===== config.mk =====
export PLATFORM = sky130hd
export DESIGN_NAME = fetch_stage
export DESIGN_NICKNAME = d
export VERILOG_FILES = /design/src/rtl/fetch_stage.sv
export SDC_FILE = /design/constraint.sdc
export NUM_CORES = 1
export LEC_CHECK = 0
export CORE_AREA = 2 2 135 137
export DETAILED_ROUTE_END_ITERATION = 10
export DIE_AREA = 0 0 137 139
export PLACE_DENSITY_LB_ADDON = 0.1
export SETUP_SLACK_MARGIN = 0.4
export SLEW_MARGIN = 10
export SYNTH_ARGS = -nofsm -noshare
export SYNTH_HDL_FRONTEND = slang
export SYNTH_SLANG_ARGS = --single-unit

===== constraint.sdc =====
create_clock -name clk_i -period 6.9 [get_ports clk_i]
set_input_delay 1.38 -clock clk_i [delete_from_list [all_inputs] [get_ports clk_i]]
set_output_delay 1.38 -clock clk_i [all_outputs]
set_load 0.02 [all_outputs]

===== src/rtl/fetch_stage.sv =====
// Instruction fetch stage: a four-state fetch FSM with one outstanding request,
// a one-entry hold buffer for back-pressure, branch redirect with stale-response
// kill, and an IF/ID pipeline register with a consumed-instruction counter.
module fetch_stage #(
  parameter int unsigned          XLEN     = 32,
  parameter logic [XLEN-1:0]      RESET_PC = '0,
  parameter int unsigned          CNT_W    = 32
) (
  input  logic             clk_i,
  input  logic             rst_i,
  // instruction memory
  output logic             imem_req_o,
  output logic [XLEN-1:0]  imem_addr_o,
  input  logic             imem_rvalid_i,
  input  logic [31:0]      imem_rdata_i,
  // decode back-pressure and redirect
  input  logic             stall_i,
  input  logic             redirect_i,
  input  logic [XLEN-1:0]  redirect_pc_i,
  // IF/ID register
  output logic             if_valid_o,
  output logic [31:0]      if_instr_o,
  output logic [XLEN-1:0]  if_pc_o,
  output logic [XLEN-1:0]  if_pc4_o,
  output logic [CNT_W-1:0] fetch_cnt_o
);

  typedef enum logic [1:0] {
    S_IDLE = 2'd0,
    S_REQ  = 2'd1,
    S_WAIT = 2'd2,
    S_HOLD = 2'd3
  } state_t;

  state_t           r_state;
  logic [XLEN-1:0]  r_pc;
  logic             r_kill;
  logic             r_req;
  logic             r_if_valid;
  logic [31:0]      r_if_instr;
  logic [XLEN-1:0]  r_if_pc;
  logic [XLEN-1:0]  r_if_pc4;
  logic [CNT_W-1:0] r_cnt;
  logic [31:0]      r_hold;

  logic [XLEN-1:0]  w_pc_plus4;
  logic [XLEN-1:0]  w_redirect_pc;
  logic             w_slot_free;
  logic             w_consume;
  logic             w_hold_load;

  assign w_pc_plus4    = r_pc + XLEN'(4);
  assign w_redirect_pc = redirect_pc_i & ~XLEN'(3);
  assign w_slot_free   = !r_if_valid || !stall_i;
  assign w_consume     = r_if_valid && !stall_i;
  // A response that arrives while decode is stalled parks in the hold buffer.
  assign w_hold_load   = (r_state == S_WAIT) && imem_rvalid_i && !r_kill &&
                         !redirect_i && !w_slot_free;

  // Hold buffer: captures a response that cannot enter IF/ID yet.
  // NOTE: pure data storage is left unreset; HOLD state alone says whether it is
  // meaningful, so a reset here would only add reset fan-out.
  always_ff @(posedge clk_i) begin
    if (w_hold_load) r_hold <= imem_rdata_i;
  end

  // Fetch FSM, PC, IF/ID register and consume counter.
  // NOTE: every register here uses non-blocking assignments so all of them see
  // pre-edge values; later assignments in this block deliberately override
  // earlier ones (a data load wins over a consume-clear, a redirect wins over both).
  always_ff @(posedge clk_i) begin
    if (rst_i) begin
      r_state    <= S_IDLE;
      r_pc       <= RESET_PC;
      r_kill     <= 1'b0;
      r_req      <= 1'b0;
      r_if_valid <= 1'b0;
      r_if_instr <= '0;
      r_if_pc    <= '0;
      r_if_pc4   <= '0;
      r_cnt      <= '0;
    end else begin
      r_req <= 1'b0;
      if (w_consume && !redirect_i) r_cnt <= r_cnt + CNT_W'(1);
      if (w_consume) r_if_valid <= 1'b0;

      if (redirect_i) begin
        r_pc       <= w_redirect_pc;
        r_if_valid <= 1'b0;
        unique case (r_state)
          S_IDLE, S_HOLD: begin
            r_state <= S_REQ;
            r_req   <= 1'b1;
          end
          S_REQ: begin
            // The request issued this cycle will return stale data.
            r_state <= S_WAIT;
            r_kill  <= 1'b1;
          end
          S_WAIT: begin
            if (imem_rvalid_i) begin
              r_state <= S_REQ;
              r_req   <= 1'b1;
              r_kill  <= 1'b0;
            end else begin
              r_kill  <= 1'b1;
            end
          end
          default: r_state <= S_IDLE;
        endcase
      end else begin
        unique case (r_state)
          S_IDLE: begin
            r_state <= S_REQ;
            r_req   <= 1'b1;
          end
          S_REQ: begin
            r_state <= S_WAIT;
          end
          S_WAIT: begin
            if (imem_rvalid_i) begin
              if (r_kill) begin
                r_kill  <= 1'b0;
                r_state <= S_REQ;
                r_req   <= 1'b1;
              end else if (w_slot_free) begin
                r_if_valid <= 1'b1;
                r_if_instr <= imem_rdata_i;
                r_if_pc    <= r_pc;
                r_if_pc4   <= w_pc_plus4;
                r_pc       <= w_pc_plus4;
                r_state    <= S_REQ;
                r_req      <= 1'b1;
              end else begin
                r_state <= S_HOLD;
              end
            end
          end
          S_HOLD: begin
            if (w_slot_free) begin
              r_if_valid <= 1'b1;
              r_if_instr <= r_hold;
              r_if_pc    <= r_pc;
              r_if_pc4   <= w_pc_plus4;
              r_pc       <= w_pc_plus4;
              r_state    <= S_REQ;
              r_req      <= 1'b1;
            end
          end
          default: r_state <= S_IDLE;
        endcase
      end
    end
  end

  assign imem_req_o  = r_req;
  assign imem_addr_o = r_pc;
  assign if_valid_o  = r_if_valid;
  assign if_instr_o  = r_if_instr;
  assign if_pc_o     = r_if_pc;
  assign if_pc4_o    = r_if_pc4;
  assign fetch_cnt_o = r_cnt;

endmodule


* Word level (Yosys, flattened, before mapping)
Index checks and enable logic that the tools add are counted.
W data, S select, Z words.
** Storage, ports and cells
- Bits in registers :: 197
- Word-level logic and storage cells :: 93
- Output and inout port bits :: 162
- Input bits :: 69
** Operators by class
- Add/subtract/negate cells :: 2
- Reduce and logical (&&, ||, !) cells :: 26
- Equal/unequal tests :: 10
- Multiplexer cells :: 43
- Bitwise gates (word level) :: 1
** Operators with widths (count)
- $mux W32 :: 14
- $pmux W32 S2 :: 4
- $add A32 B1 Y32 const B :: 1
- $add A32 B3 Y32 const B :: 1
- $mux W1 :: 13
- $mux W2 :: 6
- $ne A3 B3 Y1 const B :: 3
- $reduce_and A3 Y1 :: 3
- $ne A2 B2 Y1 const B :: 4
- $pmux W2 S4 :: 1
- $reduce_bool A2 Y1 :: 4
- $logic_and A1 B1 Y1 :: 6
- $pmux W1 S2 :: 3
- $pmux W2 S3 :: 1
- $reduce_and A6 Y1 :: 1
- $logic_not A1 Y1 :: 5
- $eq A2 B2 Y1 const B :: 2
- $reduce_and A4 Y1 :: 1
- $reduce_or A2 Y1 :: 2
- $pmux W1 S3 :: 1
- $reduce_bool A3 Y1 :: 1
- $eq A2 B1 Y1 const B :: 1
- $logic_not A2 Y1 :: 1
- $reduce_and A2 Y1 :: 1
- 2 further kinds :: 2

* Logic depth before layout (Yosys ltp)
Gate-level depths: netlist of run 1.
- Depth in word-level cells :: 7
- Gate-level depth with buffers :: 8
- Mapped depth without buffers :: 6

* Worst setup path after synthesis of run 1
OpenSTA, ideal clock, no wires.
- Kind :: input -> register
- From :: in redirect_i
- To :: reg r_hold[0], enable pin
- Data arrival time :: 4029 ps
- Library setup time :: 461 ps
- Setup slack :: 2410 ps
- Path buffers :: 2
- Cell stages on the path :: 3
- Cell sequence :: clkbuf_1 clkbuf_1 nor3_1
** On the way
- Cells in the longest elaborated chain, start to end :: 3
** Ends and longest elaborated chain
- from (decl) :: RTL line 18 : input logic redirect_i,
- $logic_not A1 Y1 :: RTL line 58 : !redirect_i && !w_slot_free;
- $logic_and A1 B1 Y1 :: RTL line 57 : assign w_hold_load = (r_state == S_WAIT) && imem_rvalid_i && !r_kill &&
- $logic_and A1 B1 Y1 :: RTL line 58
- named net w_hold_load :: RTL line 50 : logic w_hold_load;
- to (signal assigned) :: RTL line 64 : if (w_hold_load) r_hold <= imem_rdata_i;
- to (decl) :: RTL line 44 : logic [31:0] r_hold;
The timed path passes the listed nets, and every way through them passes these cells.
A chain may end at the register's enable or synchronous reset.

* Worst setup path in the final report of run 1
- From :: in redirect_i
- To :: reg r_cnt[31] (netlist: fetch_cnt_o[31])
** On the way
- Cells in the longest elaborated chain, start to end :: 2
** Ends and longest elaborated chain
- $logic_not A1 Y1 :: RTL line 84 : if (w_consume && !redirect_i) r_cnt <= r_cnt + CNT_W'(1);
- $logic_and A1 B1 Y1 :: RTL line 84
- to (signal assigned) :: RTL line 84
- to (decl) :: RTL line 43 : logic [CNT_W-1:0] r_cnt;
Every way passes these cells.

==> run_results.csv, run 1 <==
group,metric,value,unit
outcome,outcome,"finished clean",
critical_path,cp-start-kind,"primary input",
cts,cts_buffers,17,
sta,fin_tns_setup,0,ns
drt,wire_per_inst,16.97,um
pwr,p_comb_frac,0.114,
final_layout,area_delta_synth_final,32.02,%
critical_path,cp_top_family,"simple AND/OR/NAND/NOR gates",
synthesis,synth.avg_cell_area,9.047,um^2
floorplanning,die_h,139,um
sta,rsz0062_at_grt,"false",
cts,clockRootBuffer,"clkbuf_16",
final_layout,fillers,1540,
pwr,p_leak,3.568,nW
synthesis,synthCells,958,
cts,post_cts_buffers,0,
cts,cts_hold_buffers,0,
drt,remaining_drc_errors,0,
sta,period_share,0.5233,
global_route,grt_antenna_before_repair,0,
sta,fin_crit,3.611,ns
global_route,overflow,0,
synthesis,async_flop_share,0,
pwr,p_int,1.770,mW
critical_path,slowest_stage,"or4_1",
sta,setup_viol,0,
critical_path,cp.arrival,3.92,ns
drt,routed_via_density,5.718,
cts,h-tree-depth,4,
final_layout,drive_gt1_frac,0.04930,
cts,cts.sinks,191,
cts,clkLatencyLatePin,0.42,ns
synthesis,synth.distinct_cells,56,
pwr,switching_power,0.6320,mW
floorplanning,core_region_area,17660,um^2
place,port_buffers,222,
drt,drtIter0Drc,578,
final_layout,layout_commonest_cell,"clkdlybuf4s50_1",
sta,slew_viol_final,0,
floorplanning,die_x,137,um
floorplanning,ioPinCount,231,
min_path,worstHoldPathType,"reg2reg",
final_layout,fin_nets,1198,
pwr,peakVddDrop,0.1818,mV
cts,clkTransAtPathRegs,0.07,ns
pwr,cellPowerDensity,209.9,nW/um^2
synthesis,ys_seq_elements,191,
floorplanning,num_rows,49,
drt,drt_wl_total,23170,um
cts,post_cts_resized,0,
critical_path,end_kind,"register",
global_route,grt_pass1_wl,37160,um
synthesis,synth-seq-area-share,0.4781,
drt,ant_nets,0,
drt,dr.pass1.iters,6,
synthesis,ys_warn_count,0,
synthesis,synth_area,8667,um^2
global_route,grt_max_degree,92,
flow_run,drv_cap,0,
final_layout,layout.area.seq,4144,um^2
pwr,p_seq_frac,0.503,
floorplanning,initial_core_util,0.4909,
critical_path,crit_buf_inv,2,
place,gp_congestion,0.8153,
pwr,switching_share,0.2631,
synthesis,ys.flop_type,"dfxtp_1",
pwr,clkPwrFrac,0.383,
critical_path,worstPathMaxFanout,34,
critical_path,path_cells,"clkdlybuf4s50_1 -> buf_4 -> nand4bb_1 -> or4_1 -> nor4_1 -> mux2_2",
critical_path,slowest_delay,0.77,ns
place,hpwl,15080,um
floorplanning,dieArea,19040,um^2
synthesis,synth_edf_count,32,
global_route,grt_pass1_vias,6968,
sta,finalHoldViolCount,0,
drt,dr_total_vias,7805,
sta,worst_clock_skew,0.008918,ns
critical_path,path_class,"in2reg",
final_layout,antennaDiodeCount,0,
global_route,grt_usage,0.2418,
cts,cts_tree,"done",
final_layout,layout_common_cells,"221 x clkdlybuf4s50_1, 159 x dfxtp_1, 103 x nor2_1, 89 x nand2_1",
place,post_dp_cell_area,10900,um^2
sta,fmax,0.2770,GHz
critical_path,critPathRequiredTime,7.21,ns
sta,worst_pin_slew,1.155,ns
final_layout,multi_input_area,4116,um^2
sta,slew_headroom,0.2237,
final_layout,fin_area,11440,um^2
cts,cts_max_path_buffers,2,
worst register-to-register path: stages, from the launching register on:
cell	delay (ns)
dfxtp_1	0.44
ha_2	0.21
buf_4	0.50
nand2b_1	0.27
a21oi_1	0.94
a311oi_1	0.20
a2111oi_0	0.37
power by group through the flow:
stage	clock (mW)	sequential, mW	combinational [mW]
2_1_floorplan	0	1.25	0.131
3_3_place_gp	0	1.23	0.270
3_5_place_dp	0	1.23	0.274
4_1_cts	0.944	1.21	0.275
5_1_grt	0.987	1.21	0.296
6_report	0.921	1.21	0.274
cells in the mapped netlist (3+ instances only):
library cell / count / area share
or2_2: 4 / 0.0029
buf_4: 6 / 0.0052
nor2b_1: 6 / 0.0043
nand4_1: 26 / 0.019
a21oi_1: 53 / 0.031
a311oi_1: 25 / 0.025
nand2_1: 89 / 0.039
or3_1: 22 / 0.016
and3_1: 12 / 0.0087
and3b_1: 3 / 0.0030
buf_1: 6 / 0.0026
a211oi_1: 54 / 0.047
edfxtp_1: 32 / 0.11
nand2b_1: 3 / 0.0022
o41ai_1: 6 / 0.0061
o21ai_0: 28 / 0.016
o221a_2: 3 / 0.0039
xor2_1: 11 / 0.011
and4_1: 9 / 0.0091
o31a_1: 5 / 0.0051
mux2i_1: 34 / 0.039
nand3_1: 36 / 0.021
o31ai_1: 19 / 0.016
inv_1: 15 / 0.0065
a2111o_1: 3 / 0.0039
nor4_1: 12 / 0.0087
xnor2_1: 19 / 0.019
or4_1: 20 / 0.017
buf_2: 21 / 0.012
nor2_1: 103 / 0.045
a32oi_1: 6 / 0.0061
dfxtp_1: 159 / 0.37
nor3_1: 18 / 0.010
ha_1: 6 / 0.0087
clkbuf_1: 56 / 0.024
nand3b_1: 3 / 0.0026
flip-flops by register name, summed over array words and instances (netlist names):
register / count
imem_addr_o: 30
if_instr_o: 32
if_valid_o: 1
if_pc4_o: 30
r_hold: 32
r_state: 2
r_kill: 1
if_pc_o: 30
imem_req_o: 1
fetch_cnt_o: 32
cells by family (layout without fill, tap and decap cells):
kind of cell    Yosys count  in the layout  share of synthesized area
compound gates          214            214                     0.1712
xor+xnor                 30             30                    0.03032
fa+ha+maj                 6              6                   0.008662
buf+inv                 106            279                    0.05182
flops                   191            191                     0.4781
mux                      36             36                    0.04187
other cells               1              6                  0.0004327
simple gates            374            374                     0.2176
final timing paths:
path | slack [ns] | endpoint | cells after the start | from
min reg2reg | 0.45 | if_pc_o[7] | 2 | if_pc_o[7]
max reg2reg | 3.85 | imem_addr_o[22] | 6 | r_state[1]
min | 0.45 | if_pc_o[7] | 2 | if_pc_o[7]
max | 3.29 | fetch_cnt_o[31] | 6 | redirect_i
layout make-up:
cell class	count	area share
clock buffer	18	0.03838
clock inverter	14	0.009185
inverter	15	0.004921
multi-input combinational	666	0.3598
sequential	191	0.3622
tap	229	0.02504
timing repair buffer	232	0.2005
per-layer routing:
metal | track usage | part of all wire | up-vias
li1 | - | - | 3868
met1 | 0.3440 | 0.46 | 3638
met2 | 0.3700 | 0.46 | 274
met3 | 0.05665 | 0.072 | 25
met4 | 0.06131 | 0.014 | 0
met5 | 0 | 0 | -
metrics by stage:
step | setup slack, ns | utilization | power, mW | std cells | hold WS (ns)
floorplan | 2.410 | - | 1.376 | 963 | 0.5037
global placement | 2.907 | 0.6172 | 1.502 | 1333 | 0.4409
detailed placement | 2.846 | 0.6172 | 1.506 | 1333 | 0.4481
CTS | 3.302 | 0.6480 | 2.425 | 1365 | 0.4580
global route | 3.120 | 0.6480 | 2.496 | 1365 | 0.4723
finish | 3.289 | 0.6480 | 2.402 | 1365 | 0.4527
Note: power is estimated with default switching activity, not from simulation.
==> run 2, diff against run 1 <==
--- a/config.mk
+++ b/config.mk
@@ -5,9 +5,9 @@
 export SDC_FILE = /design/constraint.sdc
 export NUM_CORES = 1
 export LEC_CHECK = 0
-export CORE_AREA = 2 2 135 137
+export CORE_AREA = 2 2 144 146
 export DETAILED_ROUTE_END_ITERATION = 10
-export DIE_AREA = 0 0 137 139
+export DIE_AREA = 0 0 146 148
 export PLACE_DENSITY_LB_ADDON = 0.1
 export SETUP_SLACK_MARGIN = 0.4
 export SLEW_MARGIN = 10
==> constraint.sdc (replaced) <==
create_clock -name clk_i -period 3.3 [get_ports clk_i]
set_input_delay 0.66 -clock clk_i [delete_from_list [all_inputs] [get_ports clk_i]]
set_output_delay 0.66 -clock clk_i [all_outputs]
set_load 0.02 [all_outputs]
==> run_results.csv, run 2 (synthesis results as in run 1) <==
group,metric,value,unit
outcome,outcome,"finished clean",
global_route,overflow,0,
final_layout,fillers,1857,
final_layout,drive_gt1_frac,0.06753,
sta,worst_pin_slew,0.9948,ns
drt,remaining_drc_errors,0,
critical_path,startpoint,"redirect_i",
sta,slew_headroom,0.3339,
critical_path,critPathRequiredTime,3.66,ns
global_route,grt_pass1_vias,7231,
min_path,holdCritStartpoint,"if_pc_o[10]",
flow_run,drv_cap,0,
place,hpwl,16440,um
floorplanning,ioPinCount,231,
drt,wire_per_inst,17.08,um
cts,post_cts_resized,0,
final_layout,area_delta_synth_final,35.20,%
cts,cts_buffers,17,
min_path,worstHoldPathType,"reg2reg",
global_route,grt_usage,0.2235,
floorplanning,num_rows,52,
drt,routed_via_density,5.527,
drt,dr_total_vias,7876,
sta,setup_viol,0,
critical_path,worstPathMaxFanout,17,
pwr,peakVddDrop,0.3184,mV
sta,fmax,0.3855,GHz
critical_path,end_kind,"register",
floorplanning,core_region_area,20040,um^2
sta,rsz0062_at_grt,"false",
sta,fin_tns_setup,0,ns
place,gp_congestion,0.8214,
sta,slew_viol_final,0,
place,port_buffers,222,
floorplanning,die_h,148,um
critical_path,rr_startpoint,"imem_addr_o[5]",
cts,clockRootBuffer,"clkbuf_16",
drt,dr.pass1.iters,5,
pwr,cellPowerDensity,434.2,nW/um^2
min_path,whs_path_depth,2,
drt,drtIter0Drc,327,
floorplanning,initial_core_util,0.4325,
pwr,p_seq_frac,0.494,
sta,period_share,0.7860,
cts,clkLatencyLatePin,0.43,ns
pwr,p_int,3.706,mW
global_route,grt_max_degree,67,
pwr,switching_share,0.2716,
cts,cts_tree,"done",
cts,cts_hold_buffers,0,
critical_path,cp.arrival,2.95,ns
floorplanning,die_x,146,um
pwr,switching_power,1.382,mW
cts,h-tree-depth,4,
final_layout,fin_nets,1217,
final_layout,layout_common_cells,"221 x clkdlybuf4s50_1, 159 x dfxtp_1, 103 x nor2_1, 89 x nand2_1",
floorplanning,dieArea,21610,um^2
global_route,grt_pass1_wl,39060,um
pwr,p_comb_frac,0.119,
critical_path,path_class,"in2reg",
critical_path,rr_worst_depth,4,
cts,cts_max_path_buffers,2,
sta,fin_crit,2.594,ns
cts,cts.sinks,191,
pwr,p_leak,3.684,nW
sta,finalHoldViolCount,0,
sta,worst_clock_skew,0.01123,ns
final_layout,antennaDiodeCount,0,
cts,post_cts_buffers,0,
global_route,grt_antenna_before_repair,0,
drt,ant_nets,0,
critical_path,cp-start-kind,"primary input",
final_layout,fin_util,0.5847,
pwr,clkPwrFrac,0.387,
cts,clkTransAtPathRegs,0.08,ns
drt,drt_wl_total,24340,um
final_layout,layout_commonest_cell,"clkdlybuf4s50_1",
==> run 2: changes by cell type in the layout (fill, tap and decap cells not counted), sizes merged <==
cell and delta:
clkinvlp +2, inv -2, clkbuf -1, buf +19, clkinv +1
==> run 2: worst paths after layout <==
check / end / slack (ns)
setup / recovery: fetch_cnt_o[30] / 0.71
hold / removal: if_pc_o[10] / 0.45
hold reg to reg: if_pc_o[10] / 0.45
setup reg to reg: if_pc4_o[27] / 0.77
==> run 2: layout make-up <==
class / instances / area (um^2) / area share
Sequential cell: 191 / 4144 / 0.3537
Clock inverter: 15 / 131.4 / 0.01121
Inverter: 15 / 56.30 / 0.004805
Multi-Input combinational cell: 666 / 4123 / 0.3518
Timing Repair Buffer: 251 / 2500 / 0.2133
Tap cell: 270 / 337.8 / 0.02883
Clock buffer: 17 / 425.4 / 0.03631
==> run 2: critical path, stage by stage <==
cell,delay [ns]
clkdlybuf4s50_1,0.55
buf_4,0.27
nor4bb_1,0.30
buf_4,0.21
nand4_1,0.10
buf_4,0.19
or4_1,0.51
a21oi_1,0.16
==> run 2: stage by stage <==
stage | setup WS (ns) | hold slack [ns] | cell area, um^2 | power, mW | cells
finish | 0.7062 | 0.4531 | 11720 | 5.088 | 1425
global route | 0.5928 | 0.4730 | 11720 | 5.299 | 1425
CTS | 0.7319 | 0.4564 | 11720 | 5.137 | 1425
detailed placement | 0.2876 | 0.4456 | 11160 | 3.175 | 1393
global placement | 0.3097 | 0.4415 | 11160 | 3.169 | 1393
floorplan | 0.4979 | 0.5037 | 8691 | 2.878 | 963
==> run 2: power by group through the flow <==
stage | Sequential, mW | Clock [mW] | Combinational, mW
global placement | 2.56 | 0 | 0.604
floorplan | 2.60 | 0 | 0.274
CTS | 2.51 | 2.01 | 0.612
global route | 2.52 | 2.12 | 0.656
finish | 2.51 | 1.97 | 0.607
detailed placement | 2.57 | 0 | 0.609
==> run 2: layer usage <==
layer | track usage | part of all wire | wire, um
met1 | 0.3056 | 0.46 | 11290
met2 | 0.3571 | 0.46 | 11180
met3 | 0.04259 | 0.057 | 1387
met4 | 0.07573 | 0.020 | 485
met5 | 0 | 0 | 0
==> run 3, diff against run 2 <==
--- a/config.mk
+++ b/config.mk
@@ -5,9 +5,9 @@
 export SDC_FILE = /design/constraint.sdc
 export NUM_CORES = 1
 export LEC_CHECK = 0
-export CORE_AREA = 2 2 144 146
+export CORE_AREA = 2 2 136 138
 export DETAILED_ROUTE_END_ITERATION = 10
-export DIE_AREA = 0 0 146 148
+export DIE_AREA = 0 0 138 140
 export PLACE_DENSITY_LB_ADDON = 0.1
 export SETUP_SLACK_MARGIN = 0.4
 export SLEW_MARGIN = 10
==> constraint.sdc (replaced) <==
create_clock -name clk_i -period 2.5 [get_ports clk_i]
set_input_delay 0.5 -clock clk_i [delete_from_list [all_inputs] [get_ports clk_i]]
set_output_delay 0.5 -clock clk_i [all_outputs]
set_load 0.02 [all_outputs]
==> run_results.csv, run 3 (synthesis results as in run 1) <==
group,metric,value,unit
critical_path,end_kind,"primary output",
floorplanning,num_rows,49,
global_route,grt_antenna_before_repair,1,
critical_path,path_class,"reg2out",
final_layout,layout_commonest_cell,"clkdlybuf4s50_1",
drt,wire_per_inst,17.29,um
cts,clkTransAtPathRegs,0.07,ns
drt,drtIter0Drc,548,
final_layout,area_delta_synth_final,41.59,%
cts,cts.sinks,191,
place,dp_slack,-0.1222,ns
floorplanning,core_region_area,17780,um^2
cts,cts_max_path_buffers,2,
global_route,grt_pass1_vias,7662,
place,hpwl,16620,um
drt,drt_wl_total,24690,um
global_route,grt_usage,0.2494,
pwr,peakVddDrop,0.5032,mV
critical_path,critPathRequiredTime,2.00,ns
sta,worst_clock_skew,0.008855,ns
cts,clkLatencyLatePin,0.43,ns
critical_path,crit_buf_inv,1,
floorplanning,die_x,138,um
floorplanning,dieArea,19320,um^2
final_layout,fin_util,0.6902,
critical_path,slowest_delay,0.66,ns
floorplanning,initial_core_util,0.4875,
min_path,worstHoldPathType,"reg2reg",
critical_path,path_cells,"clkdlybuf4s50_1",
critical_path,worstPathMaxFanout,7,
sta,hold_ws,0.4564,ns
sta,fin_tns_setup,0,ns
floorplanning,ioPinCount,231,
critical_path,slowest_stage,"clkdlybuf4s50_1",
sta,finalHoldViolCount,0,
drt,dr_total_vias,8188,
cts,h-tree-depth,4,
final_layout,fin_nets,1261,
sta,fmax,0.4815,GHz
critical_path,worst-path-stages,1,
pwr,p_seq_frac,0.482,
final_layout,fin_area,12270,um^2
sta,period_share,0.8307,
critical_path,cp.arrival,1.58,ns
floorplanning,die_h,140,um
place,port_buffers,222,
critical_path,cp-start-kind,"register",
global_route,overflow,0,
critical_path,rr_worst_depth,6,
flow_run,drv_cap,0,
cts,cts_tree,"done",
sta,slew_headroom,0.5459,
final_layout,antennaDiodeCount,0,
place,post_dp_cell_area,11410,um^2
critical_path,cp_top_family,"buffers and inverters",
place,gp_congestion,0.8530,
sta,fin_crit,2.077,ns
pwr,p_comb_frac,0.129,
sta,worst_pin_slew,0.6812,ns
drt,remaining_drc_errors,0,
pwr,clkPwrFrac,0.388,
sta,slew_viol_final,0,
drt,routed_via_density,5.734,
cts,cts_hold_buffers,0,
pwr,cellPowerDensity,557.7,nW/um^2
cts,clockRootBuffer,"clkbuf_16",
min_path,whs_path_depth,2,
final_layout,layout_common_cells,"203 x clkdlybuf4s50_1, 140 x dfxtp_1, 103 x nor2_1, 89 x nand2_1, 58 x buf_4",
global_route,grt_max_degree,59,
outcome,outcome,"finished clean",
pwr,p_int,5.038,mW
pwr,switching_share,0.2639,
sta,rsz0062_at_grt,"true",
cts,cts_buffers,17,
pwr,p_leak,4.149,nW
global_route,grt_pass1_wl,39760,um
sta,worst_slack,0.4232,ns
drt,ant_nets,0,
sta,setup_viol,0,
drt,dr.pass1.iters,5,
pwr,switching_power,1.806,mW
final_layout,drive_gt1_frac,0.1309,
[run 3: final timing paths]
check	start	end	slack (ns)
min reg2reg	if_pc_o[18]	if_pc_o[18]	0.46
min	if_pc_o[18]	if_pc_o[18]	0.46
max reg2reg	imem_addr_o[2]	if_pc4_o[24]	0.47
max	if_valid_o	if_valid_o	0.42
[run 3: power by group through the flow]
| stage | Sequential (mW) | Combinational (mW) | Clock (mW) |
|---|---|---|---|
| detailed placement | 3.37 | 0.860 | 0 |
| CTS | 3.30 | 0.862 | 2.72 |
| global route | 3.31 | 0.952 | 2.83 |
| global placement | 3.36 | 0.853 | 0 |
| floorplan | 3.44 | 0.366 | 0 |
| finish | 3.30 | 0.885 | 2.66 |
[run 3: metrics by stage]
step           cells  total power, mW
2_1_floorplan    963            3.804
3_3_place_gp    1383            4.217
3_5_place_dp    1383            4.226
4_1_cts         1419            6.875
5_1_grt         1428            7.098
6_report        1428            6.844
[run 3: layer usage]
metal	share of wire	wire (um)	track usage
met1	0.45	11170	0.3422
met2	0.46	11350	0.3963
met3	0.070	1728	0.05299
met4	0.017	430	0.07948
met5	0.00053	13	0
[run 3: layout make-up]
type / instances / area, um^2
clock buffers: 17 / 425.4
well taps: 229 / 286.5
flip-flops and latches: 191 / 4173
clock inverters: 15 / 151.4
multi-input cells: 666 / 4229
inverters: 15 / 56.30
repair buffers: 295 / 2950
fillers: 1416 / 5508
[run 3: repair_timing]
| item | CTS | global route |
|---|---|---|
| buffers inserted | 4 | 7 |
| gates cloned | 0 | 2 |
| endpoints found under the setup margin | 82 | 105 |
| pin swaps | 4 | 2 |
| gates resized for setup | 21 | 42 |
[run 3: worst min-delay path, stage by stage, from the launching register on]
cell     delay (ns)
dfxtp_1        0.31
nand2_1        0.05
a21oi_1        0.05
